===== src/rtl/reorder_buffer_if.sv =====
// rtl/reorder_buffer_if.sv - issue, writeback, query and commit bundle of the reorder buffer
interface reorder_buffer_if #(
  parameter int ROB_WIDTH = 3,
  parameter int REG_WIDTH = 5
);
  logic                 issue_valid;
  logic [REG_WIDTH-1:0] issue_reg_id;
  logic                 issue_is_branch;
  logic [31:0]          issue_alt_pc;
  logic [ROB_WIDTH-1:0] issue_rob_id;
  logic                 full;

  logic                 wb_valid;
  logic [ROB_WIDTH-1:0] wb_rob_id;
  logic [31:0]          wb_data;
  logic                 wb_mispredict;

  logic [ROB_WIDTH-1:0] rob_rob_id_j;
  logic [ROB_WIDTH-1:0] rob_rob_id_k;
  logic                 rob_ready_j;
  logic                 rob_ready_k;
  logic [31:0]          rob_data_j;
  logic [31:0]          rob_data_k;

  logic [REG_WIDTH-1:0] commit_reg_id;
  logic [31:0]          commit_data;
  logic [ROB_WIDTH-1:0] commit_rob_id;
  logic                 flush;
  logic [31:0]          flush_pc;

  modport master (
    output issue_valid, issue_reg_id, issue_is_branch, issue_alt_pc,
    output wb_valid, wb_rob_id, wb_data, wb_mispredict,
    output rob_rob_id_j, rob_rob_id_k,
    input  issue_rob_id, full, rob_ready_j, rob_ready_k, rob_data_j, rob_data_k,
    input  commit_reg_id, commit_data, commit_rob_id, flush, flush_pc
  );

  modport slave (
    input  issue_valid, issue_reg_id, issue_is_branch, issue_alt_pc,
    input  wb_valid, wb_rob_id, wb_data, wb_mispredict,
    input  rob_rob_id_j, rob_rob_id_k,
    output issue_rob_id, full, rob_ready_j, rob_ready_k, rob_data_j, rob_data_k,
    output commit_reg_id, commit_data, commit_rob_id, flush, flush_pc
  );
endinterface


===== src/rtl/reorder_buffer.sv =====
// rtl/reorder_buffer.sv - circular in-order retirement queue with CDB writeback, queries and flush
// Optional ROB_BYPASS_EN: register-file queries also forward the same-cycle CDB result.
module reorder_buffer #(
  parameter int ROB_WIDTH = 3,
  parameter int REG_WIDTH = 5
) (
  input  logic            clk_in,
  input  logic            rst_in,
  input  logic            rdy_in,
  reorder_buffer_if.slave bus
);
  localparam int                    ROB_SIZE = 1 << ROB_WIDTH;
  localparam logic [ROB_WIDTH:0]    CNT_FULL = (ROB_WIDTH+1)'(ROB_SIZE);
  localparam logic [ROB_WIDTH:0]    CNT_ONE  = (ROB_WIDTH+1)'(1);
  localparam logic [ROB_WIDTH-1:0]  PTR_ONE  = ROB_WIDTH'(1);

  logic [ROB_SIZE-1:0]  valid_q;
  logic [ROB_SIZE-1:0]  ready_q;
  logic [ROB_SIZE-1:0]  is_branch_q;
  logic [ROB_SIZE-1:0]  mispredict_q;
  logic [REG_WIDTH-1:0] reg_id_q [ROB_SIZE];
  logic [31:0]          data_q   [ROB_SIZE];
  logic [31:0]          alt_pc_q [ROB_SIZE];

  logic [ROB_WIDTH-1:0] head_q;
  logic [ROB_WIDTH-1:0] tail_q;
  logic [ROB_WIDTH:0]   count_q;

  logic [REG_WIDTH-1:0] commit_reg_id_q;
  logic [31:0]          commit_data_q;
  logic [ROB_WIDTH-1:0] commit_rob_id_q;
  logic                 flush_q;
  logic [31:0]          flush_pc_q;

  logic full;
  logic alloc;
  logic wb_en;
  logic retire;
  logic do_flush;

  // Retire looks only at stored ready, so a same-edge writeback retires one edge later.
  assign full     = (count_q == CNT_FULL);
  assign alloc    = bus.issue_valid && !full && !flush_q;
  assign wb_en    = bus.wb_valid && !flush_q && valid_q[bus.wb_rob_id];
  assign retire   = !flush_q && (count_q != '0) && ready_q[head_q];
  assign do_flush = retire && is_branch_q[head_q] && mispredict_q[head_q];

  always_ff @(posedge clk_in or negedge rst_in) begin
    if (!rst_in) begin
      valid_q         <= '0;
      ready_q         <= '0;
      head_q          <= '0;
      tail_q          <= '0;
      count_q         <= '0;
      commit_reg_id_q <= '0;
      commit_data_q   <= '0;
      commit_rob_id_q <= '0;
      flush_q         <= 1'b0;
      flush_pc_q      <= '0;
    end else if (rdy_in) begin
      flush_q <= do_flush;
      if (do_flush) begin
        valid_q         <= '0;
        ready_q         <= '0;
        head_q          <= '0;
        tail_q          <= '0;
        count_q         <= '0;
        commit_reg_id_q <= '0;
        flush_pc_q      <= alt_pc_q[head_q];
      end else begin
        if (wb_en) begin
          ready_q[bus.wb_rob_id] <= 1'b1;
        end
        if (alloc) begin
          valid_q[tail_q] <= 1'b1;
          ready_q[tail_q] <= 1'b0;
          tail_q          <= tail_q + PTR_ONE;
        end
        if (retire) begin
          valid_q[head_q] <= 1'b0;
          head_q          <= head_q + PTR_ONE;
          commit_reg_id_q <= reg_id_q[head_q];
          commit_data_q   <= data_q[head_q];
          commit_rob_id_q <= head_q;
        end else begin
          commit_reg_id_q <= '0;
        end
        case ({alloc, retire})
          2'b10:   count_q <= count_q + CNT_ONE;
          2'b01:   count_q <= count_q - CNT_ONE;
          default: count_q <= count_q;
        endcase
      end
    end
  end

  // Payload needs no reset: it is only observed behind the valid/ready bits.
  always_ff @(posedge clk_in) begin
    if (rdy_in && !do_flush) begin
      if (alloc) begin
        reg_id_q[tail_q]     <= bus.issue_reg_id;
        is_branch_q[tail_q]  <= bus.issue_is_branch;
        alt_pc_q[tail_q]     <= bus.issue_alt_pc;
        mispredict_q[tail_q] <= 1'b0;
      end
      if (wb_en) begin
        data_q[bus.wb_rob_id]       <= bus.wb_data;
        mispredict_q[bus.wb_rob_id] <= bus.wb_mispredict;
      end
    end
  end

  always_comb begin
    bus.rob_ready_j = valid_q[bus.rob_rob_id_j] && ready_q[bus.rob_rob_id_j];
    bus.rob_data_j  = data_q[bus.rob_rob_id_j];
    bus.rob_ready_k = valid_q[bus.rob_rob_id_k] && ready_q[bus.rob_rob_id_k];
    bus.rob_data_k  = data_q[bus.rob_rob_id_k];
`ifdef ROB_BYPASS_EN
    if (bus.wb_valid && (bus.wb_rob_id == bus.rob_rob_id_j) && valid_q[bus.rob_rob_id_j]) begin
      bus.rob_ready_j = 1'b1;
      bus.rob_data_j  = bus.wb_data;
    end
    if (bus.wb_valid && (bus.wb_rob_id == bus.rob_rob_id_k) && valid_q[bus.rob_rob_id_k]) begin
      bus.rob_ready_k = 1'b1;
      bus.rob_data_k  = bus.wb_data;
    end
`endif
  end

  assign bus.issue_rob_id  = tail_q;
  assign bus.full          = full;
  assign bus.commit_reg_id = commit_reg_id_q;
  assign bus.commit_data   = commit_data_q;
  assign bus.commit_rob_id = commit_rob_id_q;
  assign bus.flush         = flush_q;
  assign bus.flush_pc      = flush_pc_q;
endmodule


===== src/flat_wrapper.sv =====
// flat-port wrapper written by rule: the top's interface ports become plain ports
module reorder_buffer_flat 
#(
  parameter int ROB_WIDTH = 3,
  parameter int REG_WIDTH = 5
)
  (clk_in, rst_in, rdy_in, bus_issue_valid, bus_issue_reg_id, bus_issue_is_branch, bus_issue_alt_pc, bus_wb_valid, bus_wb_rob_id, bus_wb_data, bus_wb_mispredict, bus_rob_rob_id_j, bus_rob_rob_id_k, bus_issue_rob_id, bus_full, bus_rob_ready_j, bus_rob_ready_k, bus_rob_data_j, bus_rob_data_k, bus_commit_reg_id, bus_commit_data, bus_commit_rob_id, bus_flush, bus_flush_pc);
  reorder_buffer_if #(.ROB_WIDTH(ROB_WIDTH), .REG_WIDTH(REG_WIDTH)) bus_i ();
  input  logic clk_in;
  input  logic rst_in;
  input  logic rdy_in;
  input wire logic [$bits(bus_i.issue_valid)-1:0] bus_issue_valid;
  input wire logic [$bits(bus_i.issue_reg_id)-1:0] bus_issue_reg_id;
  input wire logic [$bits(bus_i.issue_is_branch)-1:0] bus_issue_is_branch;
  input wire logic [$bits(bus_i.issue_alt_pc)-1:0] bus_issue_alt_pc;
  input wire logic [$bits(bus_i.wb_valid)-1:0] bus_wb_valid;
  input wire logic [$bits(bus_i.wb_rob_id)-1:0] bus_wb_rob_id;
  input wire logic [$bits(bus_i.wb_data)-1:0] bus_wb_data;
  input wire logic [$bits(bus_i.wb_mispredict)-1:0] bus_wb_mispredict;
  input wire logic [$bits(bus_i.rob_rob_id_j)-1:0] bus_rob_rob_id_j;
  input wire logic [$bits(bus_i.rob_rob_id_k)-1:0] bus_rob_rob_id_k;
  output wire logic [$bits(bus_i.issue_rob_id)-1:0] bus_issue_rob_id;
  output wire logic [$bits(bus_i.full)-1:0] bus_full;
  output wire logic [$bits(bus_i.rob_ready_j)-1:0] bus_rob_ready_j;
  output wire logic [$bits(bus_i.rob_ready_k)-1:0] bus_rob_ready_k;
  output wire logic [$bits(bus_i.rob_data_j)-1:0] bus_rob_data_j;
  output wire logic [$bits(bus_i.rob_data_k)-1:0] bus_rob_data_k;
  output wire logic [$bits(bus_i.commit_reg_id)-1:0] bus_commit_reg_id;
  output wire logic [$bits(bus_i.commit_data)-1:0] bus_commit_data;
  output wire logic [$bits(bus_i.commit_rob_id)-1:0] bus_commit_rob_id;
  output wire logic [$bits(bus_i.flush)-1:0] bus_flush;
  output wire logic [$bits(bus_i.flush_pc)-1:0] bus_flush_pc;
  assign bus_i.issue_valid = bus_issue_valid;
  assign bus_i.issue_reg_id = bus_issue_reg_id;
  assign bus_i.issue_is_branch = bus_issue_is_branch;
  assign bus_i.issue_alt_pc = bus_issue_alt_pc;
  assign bus_i.wb_valid = bus_wb_valid;
  assign bus_i.wb_rob_id = bus_wb_rob_id;
  assign bus_i.wb_data = bus_wb_data;
  assign bus_i.wb_mispredict = bus_wb_mispredict;
  assign bus_i.rob_rob_id_j = bus_rob_rob_id_j;
  assign bus_i.rob_rob_id_k = bus_rob_rob_id_k;
  assign bus_issue_rob_id = bus_i.issue_rob_id;
  assign bus_full = bus_i.full;
  assign bus_rob_ready_j = bus_i.rob_ready_j;
  assign bus_rob_ready_k = bus_i.rob_ready_k;
  assign bus_rob_data_j = bus_i.rob_data_j;
  assign bus_rob_data_k = bus_i.rob_data_k;
  assign bus_commit_reg_id = bus_i.commit_reg_id;
  assign bus_commit_data = bus_i.commit_data;
  assign bus_commit_rob_id = bus_i.commit_rob_id;
  assign bus_flush = bus_i.flush;
  assign bus_flush_pc = bus_i.flush_pc;
  reorder_buffer #(.ROB_WIDTH(ROB_WIDTH), .REG_WIDTH(REG_WIDTH)) u_core (.clk_in(clk_in), .rst_in(rst_in), .rdy_in(rdy_in), .bus(bus_i));
endmodule

===== config.mk =====
export PLATFORM = sky130hd
export DESIGN_NAME = reorder_buffer_flat
export DESIGN_NICKNAME = d
export VERILOG_FILES = /design/src/rtl/reorder_buffer_if.sv /design/src/rtl/reorder_buffer.sv /design/src/flat_wrapper.sv
export SDC_FILE = /design/constraint.sdc
export NUM_CORES = 1
export LEC_CHECK = 0
export BUFFER_PORTS_ARGS = -buffer_cell sky130_fd_sc_hd__clkbuf_2
export CELL_PAD_IN_SITES_DETAIL_PLACEMENT = 0
export CELL_PAD_IN_SITES_GLOBAL_PLACEMENT = 1
export CORE_AREA = 2 2 347 349
export CTS_BUF_LIST = sky130_fd_sc_hd__clkbuf_8 sky130_fd_sc_hd__clkbuf_16
export DETAILED_ROUTE_END_ITERATION = 7
export DIE_AREA = 0 0 349 351
export PLACE_DENSITY_LB_ADDON = 0.1
export SYNTH_ARGS = -nofsm -noshare
export SYNTH_HDL_FRONTEND = slang
export SYNTH_SLANG_ARGS = --single-unit

===== constraint.sdc =====
create_clock -name clk_in -period 5.24 [get_ports clk_in]
set_input_delay 0.262 -clock clk_in [delete_from_list [all_inputs] [get_ports clk_in]]
set_output_delay 0.262 -clock clk_in [all_outputs]
set_load 0.02 [all_outputs]

# After elaboration in Yosys (flattened, before gate mapping)
# Memory sizes are Yosys's and may differ from the RTL's. A register that Yosys moved wholly into a read port is not among the register bits.
# Cells that the tools add are included.
[totals]
ff_bits = 51
ram_bits = 552
out_inout_bits = 143
wordCells = 116
memories = 3
[memory_table]
columns = ["memory", "depth", "width", "rd", "rd_ports_with_merged_regs", "wr", "line", "text"]
rows = [
  ["u_core.alt_pc_q", 8, 32, 1, 1, 1, "reorder_buffer.sv:23", "logic [31:0] alt_pc_q [ROB_SIZE];"],
  ["u_core.data_q", 8, 32, 3, 1, 1, "reorder_buffer.sv:22", "logic [31:0] data_q [ROB_SIZE];"],
  ["u_core.reg_id_q", 8, 5, 1, 0, 1, "reorder_buffer.sv:21", "logic [REG_WIDTH-1:0] reg_id_q [ROB_SIZE];"],
]
[classes]
add_sub_neg = 4
magnitude_cmp = 8
n_eq_ne = 3
mux = 51
bitwise_logic = 8
n_reduce_logical = 29
[op_table]
columns = ["cell", "count"]
rows = [
  ["8-bit two-way mux", 13],
  ["8-bit AND", 3],
  ["1-bit binary-select mux with 3-bit select", 8],
  ["3-bit by 4-bit < comparator with 1-bit output (second input constant)", 5],
  ["1-bit two-way mux", 17],
  ["8-bit bitwise mux", 2],
  ["8-bit inverter", 2],
  ["8-bit OR", 2],
  ["1-bit logical AND", 14],
  ["3-bit two-way mux", 4],
  ["5-bit two-way mux", 2],
  ["2-bit AND reduction", 5],
  ["1-bit demux with 3-bit select", 3],
  ["3-bit by 1-bit greater-or-equal comparator with 1-bit output (second input constant)", 3],
  ["4-bit one-hot mux with 2 select lines", 1],
  ["3-bit by 1-bit adder with 3-bit output (second input constant)", 2],
  ["1-bit zero test", 5],
  ["4-bit by 1-bit adder with 4-bit output (second input constant)", 1],
  ["4-bit equality test (second input constant)", 1],
  ["4-bit two-way mux", 1],
  ["2-bit nonzero test", 2],
  ["4-bit nonzero test", 1],
  ["4-bit by 1-bit subtractor with 4-bit output (second input constant)", 1],
  ["3-bit AND reduction", 1],
  ["4 further kinds", 4],
]

# Depth between registers and ports, before layout
# Gate-level depths: netlist (run 1).
[logic_depth]
depth_word = 11
mapped_depth = 13

# Least setup slack after synthesis (run 1)
# Ideal clock, no wire load.
[synth_path]
kind = "register to register"
start = "register u_core.count_q[3]"
end = "memory u_core.alt_pc_q[2][0], enable pin"
arrival_time_ps = 4190
t_required_ps = 4760
path_slack_ps = 570
path_stages_with_launch = 7
n_path_buf = 0
synth_period_minus_slack_ps = 4670
path_cell_list = "dfrtp_1 nor4b_1 nor3b_1 inv_1 nor2_1 nand2_1 nor3_1"
[synth_between]
word_cells_on_any_way = 14
[synth_rtl]
columns = ["item", "line", "text"]
rows = [
  ["from (decl)", "reorder_buffer.sv:27", "logic [ROB_WIDTH:0] count_q;"],
  ["from (signal assigned)", "reorder_buffer.sv:89", "2'b10: count_q <= count_q + CNT_ONE;"],
  ["from (signal assigned)", "reorder_buffer.sv:90", "2'b01: count_q <= count_q - CNT_ONE;"],
  ["from (signal assigned)", "reorder_buffer.sv:91", "default: count_q <= count_q;"],
  ["4-bit equality test", "reorder_buffer.sv:42", "assign full = (count_q == CNT_FULL);"],
  ["net bus_full", "flat_wrapper.sv:23", "output wire logic [$bits(bus_i.full)-1:0] bus_full;"],
  ["1-bit zero test", "reorder_buffer.sv:43", "assign alloc = bus.issue_valid && !full && !flush_q;"],
  ["1-bit logical AND (2 in a row)", "reorder_buffer.sv:43", ""],
  ["1-bit two-way mux", "reorder_buffer.sv:100", "if (alloc) begin"],
  ["1-bit two-way mux", "reorder_buffer.sv:99", "if (rdy_in && !do_flush) begin"],
  ["1-bit two-way mux (not written as such)", "reorder_buffer.sv:103", "alt_pc_q[tail_q] <= bus.issue_alt_pc;"],
  ["to (decl)", "reorder_buffer.sv:23", ""],
]
# The timed path passes the listed nets, and every way through them passes these cells.

# Final worst setup path (run 1)
[layout_path]
start = "register u_core.head_q[2]"
end = "register u_core.flush_pc_q[28] (netlist: u_core.bus.flush_pc[28]) (read register of u_core.alt_pc_q)"
[layout_between]
elab_chain_cells = 6
word_cells_on_any_way = 10
[layout_lines]
columns = ["item", "line", "text"]
rows = [
  ["from (decl)", "reorder_buffer.sv:25", "logic [ROB_WIDTH-1:0] head_q;"],
  ["from (signal assigned)", "reorder_buffer.sv:81", "head_q <= head_q + PTR_ONE;"],
  ["1-bit binary-select mux with 3-bit select", "reorder_buffer.sv:45", "assign retire = !flush_q && (count_q != '0) && ready_q[head_q];"],
  ["1-bit two-way mux (not written as such)", "reorder_buffer.sv:45", ""],
  ["1-bit logical AND", "reorder_buffer.sv:45", ""],
  ["1-bit logical AND (2 in a row)", "reorder_buffer.sv:46", "assign do_flush = retire && is_branch_q[head_q] && mispredict_q[head_q];"],
  ["2-bit AND reduction (no line)", "--", ""],
  ["to (decl)", "reorder_buffer.sv:33", "logic [31:0] flush_pc_q;"],
]
# Several ways; a longest one is shown, not always the timed one. The select of a mux whose other input is x is not followed.
# A chain may end at the register's enable or synchronous reset.

==> impl_metrics.toml, run 1 <==
[synthesis]
syn-instance-count = 1728
synth_top_family_by_area = "multiplexers"
synth_ff_type = "edfxtp_1"
ys_warn_count = 0
syn_avg_cell_area_um2 = 17.1
ys_seq_area_share_pct = 66.0
mappedNetlistNets = 1819
async_flop_share_pct = 14.8
synthSimpleGateAreaFrac_pct = 3.28
synthAdderAreaFrac_pct = 0.254
synth_cell_type_count = 65
ys_ff_latch = 667
netlist_area_mm2 = 0.0296
synth.area.mux_share_pct = 20.9
synth_xor_area_share_pct = 0.0888
synth_enable_flop_cells = 568
synth_compound_area_share_pct = 7.49

[critical_path]
cp.arrival_ns = 4.29
cp-end-kind = "flip-flop"
start_kind = "flip-flop"
worstRegToRegCells = 8
worstPathMaxFanout = 46
rrSetupSlack_ns = 1.44
r2r_end = "u_core.bus.flush_pc[28]"
r2r_start = "u_core.head_q[2]"
critical_path_class = "flip-flop to flip-flop"
required_ns = 5.73

[route]
drt_pass1_iterations = 7
route.detailed.drc = 0
wire_per_inst_um = 28.3
vias = 18000
wirelength_um = 104000
drt_iter0_markers = 1184
drtAntennaViolNets = 0
vias_per_cell = 4.90

[cells_and_area]
area_growth_pct = 23.0
drive_gt1_share_pct = 36.2
fin_nets = 2135
nFillCells = 11700

[grt]
grt_pass1_vias = 19000
grt_max_degree = 71
overflow = 0
grt_pass1_wl_um = 147000
antenna_found_initial = 9
grtUsageTotal_pct = 16.9

[min_path]
holdPathStages = 3
hp-class = "input port to flip-flop"
min_from = "bus_wb_rob_id[0]"
whs_endpoint = "u_core.ready_q[3]"

[timing]
skew_ns = 0.0322
finalSetupViolCount = 0
slew_headroom_pct = 13.2
fin_setup_tns_ns = 0
grt_setup_unrepaired = "no"
fmax_mhz = 263
final-max-slew-violation-count = 0
final.min_clock_period_ns = 3.80
tightest_slew_ns = 1.30
hold_viol = 0
layout_worst_path_cycle_share_pct = 72.6
finalWorstSetupSlack_ns = 1.44

[die]
die-area_mm2 = 0.122
chipWidth_um = 349
core_mm2 = 0.119
ioPinCount = 228
initial_core_util_pct = 24.9
fp-row-count = 127
die_h_um = 351

[power_and_ir_drop]
power_leakage_nw = 12.6
p_per_area_mw_per_mm2 = 493
p_seq_share_pct = 38.4
switching_power_mw = 6.09
pwr-share-comb_pct = 28.4
pwr-share-clk_pct = 33.2
p_int_mw = 11.8
ir_worst_vdd_v = 0.000229
sw_frac_of_total_pct = 34.0

[clocking]
path_clk_slew_ns = 0.06
cts_hold_buf = 72
cts_tree = "done"
cts_root_buf = "clkbuf_16"
postCtsSetupRepairBufs = 0
numClockSinks = 667
clock_latency_ns = 0.65
htreeDepth = 3
cts_resized = 0
clockBufferDepth = 3
cts_buffers = 85

[place]
dp_hpwl_um = 62900
portBuffers = 227
globalplace.congestion = 0.757
post-place-ws_ns = 1.40

[job]
max-cap-violations = 0

[run_status]
status = "completed"
[power groups by stage]
stage                     Combinational (mW)  Clock [mW]  Sequential, mW
after floorplan                         2.89           0            7.04
after global placement                  5.20           0            7.00
after detailed placement                5.18           0            7.01
after CTS                               5.25        6.16            6.90
after global routing                    5.53        6.36            6.96
final                                   5.09        5.96            6.89
[how the worst max path moves through the flow]
stage | start | to | slack, ns | cells after the start
after floorplan | u_core.count_q[3] | u_core.alt_pc_q[2][0] | 0.57 | 6
after detailed placement | u_core.head_q[2] | u_core.bus.flush_pc[28] | 1.40 | 8
after global placement | u_core.head_q[2] | u_core.bus.flush_pc[25] | 1.46 | 8
after global routing | u_core.head_q[2] | u_core.bus.flush_pc[13] | 1.20 | 8
final | u_core.head_q[2] | u_core.bus.flush_pc[28] | 1.44 | 8
after CTS | u_core.head_q[2] | u_core.bus.flush_pc[28] | 1.38 | 8
[layout by cell type, fill, tap and decap left out, types with 12 or more instances in the layout]
master,n
a21oi_1,43
a221oi_1,77
a22oi_1,23
buf_4,57
clkbuf_16,88
clkbuf_2,222
clkinv_2,16
dfrtp_1,96
dlygate4sd3_1,72
edfxtp_1,568
inv_1,28
mux2_2,120
mux2_4,12
mux2i_1,64
mux4_2,177
nand2_1,94
nand3_1,14
nor2_1,48
o21ai_0,92
o22ai_1,21
[registers in the layout (all words and copies together), names as in the netlist, 8 cells and up]
signal and count:
u_core.alt_pc_q 256, u_core.data_q 256, u_core.reg_id_q 40, u_core.bus.commit_data 32, u_core.bus.flush_pc 32, u_core.is_branch_q 8
u_core.mispredict_q 8, u_core.ready_q 8, u_core.valid_q 8
[cell families (layout without fill, tap and decap cells)]
| group | after synthesis | after routing |
|---|---|---|
| AOI/OAI and AO/OA | 322 | 322 |
| other | 0 | 4 |
| and+or+nand+nor | 218 | 218 |
| muxes | 374 | 374 |
| buffers and inverters | 138 | 525 |
| adders and majority gates | 6 | 6 |
| DFF | 667 | 667 |
| xor gates and xnor gates | 3 | 3 |
[synth_stat cells (all sizes together) (3+ instances only)]
| cell type | n | area, um^2 |
|---|---|---|
| inv | 14 | 52.6 |
| ha | 6 | 75.1 |
| o211ai | 8 | 60.1 |
| nor2 | 63 | 236 |
| o221ai | 4 | 35.0 |
| a221oi | 77 | 674 |
| a32o | 4 | 40.0 |
| mux4 | 177 | 3990 |
| a31oi | 4 | 25.0 |
| clkbuf | 71 | 267 |
| o21ai | 93 | 465 |
| o22a | 11 | 96.3 |
| a22oi | 23 | 173 |
| edfxtp | 568 | 17100 |
| buf | 53 | 269 |
| and4 | 3 | 26.3 |
| o21a | 4 | 30.0 |
| nor3 | 16 | 90.1 |
| dfrtp | 99 | 2480 |
| mux2i | 64 | 641 |
| nor2b | 9 | 56.3 |
| nand2 | 94 | 353 |
| o22ai | 21 | 131 |
| a21oi | 43 | 215 |
| a22o | 7 | 61.3 |
| mux2 | 133 | 1540 |
| a32oi | 4 | 35.0 |
| nand3 | 15 | 80.1 |
[stage by stage]
step                      cell area, um^2  hold WS (ns)  util [%]  cells  total power [mW]
after global routing                36400         0.106      30.6   3664              18.8
after global placement              32700         0.363      27.5   3433              12.2
after CTS                           36400        0.0584      30.6   3663              18.3
after floorplan                     29600       -0.0336         -   1728              9.93
final                               36400         0.119      30.6   3667              17.9
after detailed placement            32700         0.372      27.5   3433              12.2
[area by class of cell]
class	count	area, um^2	area share [%]
tap	1548	1940	5.33
timing repair buffer	353	2290	6.30
multi-input combinational	923	9640	26.5
sequential	667	19500	53.7
inverter	14	53.8	0.148
clock buffer	99	2350	6.47
antenna	4	10.0	0.0275
clock inverter	59	542	1.49
[routing by layer]
| layer | vias to the layer above | GRT usage (%) | share of wire [%] |
|---|---|---|---|
| met5 | - | 0 | 0.074 |
| met4 | 12 | 4.33 | 1.9 |
| met3 | 120 | 2.99 | 4.7 |
| met2 | 501 | 29.3 | 50 |
| met1 | 9544 | 21.7 | 43 |
| li1 | 7778 | - | - |
[worst max-delay path, cell delays in order, from the launching register on]
cell	delay [ns]
dfrtp_4	0.94
nor2b_4	0.07
buf_4	0.36
a21oi_1	0.29
nand3_2	0.24
or4_2	1.14
buf_4	0.39
nand2_1	0.08
o21ai_0	0.07
No activity file was read; power rests on OpenSTA's default activity.
==> inputs of run 2 (changes only) <==
ABC_AREA = 1   (was default)
CORE_AREA = 2 2 348 350   (was 2 2 347 349)
DIE_AREA = 0 0 350 352   (was 0 0 349 351)
clock period = 3.47 ns   (was 5.24 ns; I/O delays follow)
==> impl_metrics.toml, run 2 <==
[timing]
finalSetupViolCount = 0
fmax_mhz = 313
fin_setup_tns_ns = 0
skew_ns = 0.0241
final.min_clock_period_ns = 3.19
layout_worst_path_cycle_share_pct = 92.0
slew_headroom_pct = 28.1
whs_ns = 0.0681
grt_setup_unrepaired = "no"
final-max-slew-violation-count = 0
tightest_slew_ns = 1.08
hold_viol = 0

[synthesis]
netlist_area_mm2 = 0.0297
synth_cell_type_count = 38
yosys-top-cells-area = "edfxtp_1 57%, nand2_1 8.9%, dfrtp_1 8.3%, o21ai_0 6.1%, a21oi_1 3.8%"
ys_warn_count = 0
netlist_top_cells_count = "707 x nand2_1, 568 x edfxtp_1, 365 x o21ai_0, 225 x a21oi_1, 176 x inv_1"
yosys.cell_count.top_type = "nand2_1"
ys_seq_area_share_pct = 65.7
syn-instance-count = 2877
syn_avg_cell_area_um2 = 10.3
mappedNetlistNets = 2968
yosysTopAreaCell = "edfxtp_1"
synth_enable_flop_cells = 568
synth_ff_type = "edfxtp_1"
synth_top_area_share_pct = 57.4
ys_ff_latch = 667
async_flop_share_pct = 14.8

[critical_path]
cp-end-kind = "flip-flop"
r2r_end = "u_core.alt_pc_q[5][27]"
worstRegToRegCells = 12
rrSetupSlack_ns = 0.28
start_kind = "flip-flop"
crit_path_start = "u_core.head_q[1]"
critical_path_class = "flip-flop to flip-flop"
required_ns = 3.82
r2r_start = "u_core.head_q[1]"
critPathCapture = "u_core.alt_pc_q[5][27]"
cp.arrival_ns = 3.55
worstPathMaxFanout = 24

[grt]
grt_pass1_wl_um = 170000
grt_pass1_vias = 23300
overflow = 0
grt_max_degree = 110
antenna_found_initial = 7
grtUsageTotal_pct = 18.9

[power_and_ir_drop]
p_seq_share_pct = 40.0
switching_power_mw = 8.89
power_leakage_nw = 13.9
p_int_mw = 16.2
p_per_area_mw_per_mm2 = 688
sw_frac_of_total_pct = 35.4
pwr-share-comb_pct = 26.3
pwr-share-clk_pct = 33.6
ir_worst_vdd_v = 0.000619

[clocking]
clock_latency_ns = 0.66
path_clk_slew_ns = 0.06
numClockSinks = 667
clockBufferDepth = 3
cts_root_buf = "clkbuf_16"
cts_tree = "done"
cts_buffers = 82
htreeDepth = 3

[job]
max-cap-violations = 0

[cells_and_area]
reg_top3 = "u_core.alt_pc_q (256), u_core.data_q (256), u_core.reg_id_q (40)"
final_cell_mix = "705 x nand2_1, 568 x edfxtp_1, 365 x o21ai_0"
drive_gt1_share_pct = 14.7
multi_input_area_mm2 = 0.00888
area_growth_pct = 22.7
stdcell_area_mm2 = 0.0364
fin_nets = 3248
seq_area_mm2 = 0.0195
nFillCells = 12300
mostFrequentLayoutCell = "nand2_1"

[route]
vias = 23500
wire_per_inst_um = 24.6
vias_per_cell = 4.86
wirelength_um = 119000
drt_pass1_iterations = 6
drt_iter0_markers = 2136
route.detailed.drc = 0
drtAntennaViolNets = 0

[die]
fp-row-count = 127
initial_core_util_pct = 24.9
die-area_mm2 = 0.123
chipWidth_um = 350
ioPinCount = 228
core_mm2 = 0.119
die_h_um = 352

[place]
dp_hpwl_um = 70400
portBuffers = 227
dpl_cell_area_mm2 = 0.0330
globalplace.congestion = 0.794

[min_path]
hp-class = "input port to flip-flop"

[run_status]
status = "completed"
-- run 2: changes by cell type in the layout (fill, tap and decap cells not counted), moves of 60 or more --
| cell | previous run | this run |
|---|---|---|
| a31oi_1 | 4 | 64 |
| mux2_2 | 120 | 0 |
| mux4_2 | 177 | 0 |
| inv_1 | 28 | 191 |
| o21ai_0 | 92 | 365 |
| mux2i_1 | 64 | 0 |
| nand4_1 | 1 | 95 |
| nand2_1 | 94 | 705 |
| nand3_1 | 14 | 86 |
| a21oi_1 | 43 | 225 |
| a221oi_1 | 77 | 0 |
| nor2_1 | 48 | 123 |
-- run 2: power groups by stage --
stage	Sequential (mW)	Clock, mW	Combinational [mW]
2_1_floorplan	10.3	0	3.32
3_3_place_gp	10.2	0	6.70
3_5_place_dp	10.2	0	6.68
4_1_cts	10.1	8.70	6.78
5_1_grt	10.1	8.97	7.32
6_report	10.0	8.44	6.60
-- run 2: worst max-delay path: stages, from the launching register on --
cell	delay [ns]
dfrtp_1	0.53
inv_1	0.24
nand2_1	0.14
inv_1	0.10
nand2_1	0.07
nor2_1	0.10
nor2_1	0.06
nand2_1	0.10
nor2_4	0.05
nand2_4	0.07
nand2_2	0.23
nor2_4	0.90
buf_8	0.28
-- run 2: through the flow --
stage	power, mW	utilization [%]	worst slack, ns	instances
after floorplan	13.6	-	-0.133	2877
after global placement	16.9	27.7	0.156	4614
after detailed placement	16.9	27.7	0.109	4614
after CTS	25.5	30.5	0.0787	4837
after global routing	26.4	30.5	0.0113	4840
final	25.1	30.5	0.278	4841
-- run 2: how the worst min path moves through the flow --
stage	startpoint	to	depth (start not counted)
after floorplan	rst_in	u_core.bus.commit_data[0]	0
after global placement	rst_in	u_core.count_q[2]	1
after detailed placement	rst_in	u_core.count_q[2]	1
after CTS	rdy_in	u_core.bus.flush	2
after global routing	rdy_in	u_core.bus.flush	2
final	rdy_in	u_core.bus.flush	2
-- run 2: area by class of cell --
type / instances / area share (%)
diodes: 4 / 0.0275
inverters: 184 / 1.92
clock inverters: 57 / 1.12
flip-flops and latches: 667 / 53.6
multi-input cells: 1842 / 24.4
well taps: 1612 / 5.53
clock buffers: 95 / 6.18
repair buffers: 380 / 7.26
-- run 2: kinds of logic (layout without fill, tap and decap cells) --
kind of cell    count (synthesis)  in the layout  share of synthesized area [%]
fa+ha+maj                       6              6                          0.253
xor+xnor                        6              6                          0.177
simple gates                 1052           1052                           14.7
flops                         667            667                           65.7
compound gates                778            778                           14.3
other cells                     0              4                              0
buf+inv                       368            716                           4.86
-- run 2: what timing repair did --
item,4_1_cts,5_1_grt
buffers inserted,0,0
hold buffers,71,0
resized for setup,0,7
hold endpoints to repair,619,0
setup endpoints to repair,0,65
-- run 2: layer usage --
| layer | vias to the layer above | track usage [%] | wire, um |
|---|---|---|---|
| li1 | 10800 | - | - |
| met1 | 11700 | 26.9 | 55400 |
| met2 | 850 | 30.2 | 55000 |
| met3 | 170 | 2.60 | 6240 |
| met4 | 8 | 4.88 | 2270 |
| met5 | - | 0 | 49 |
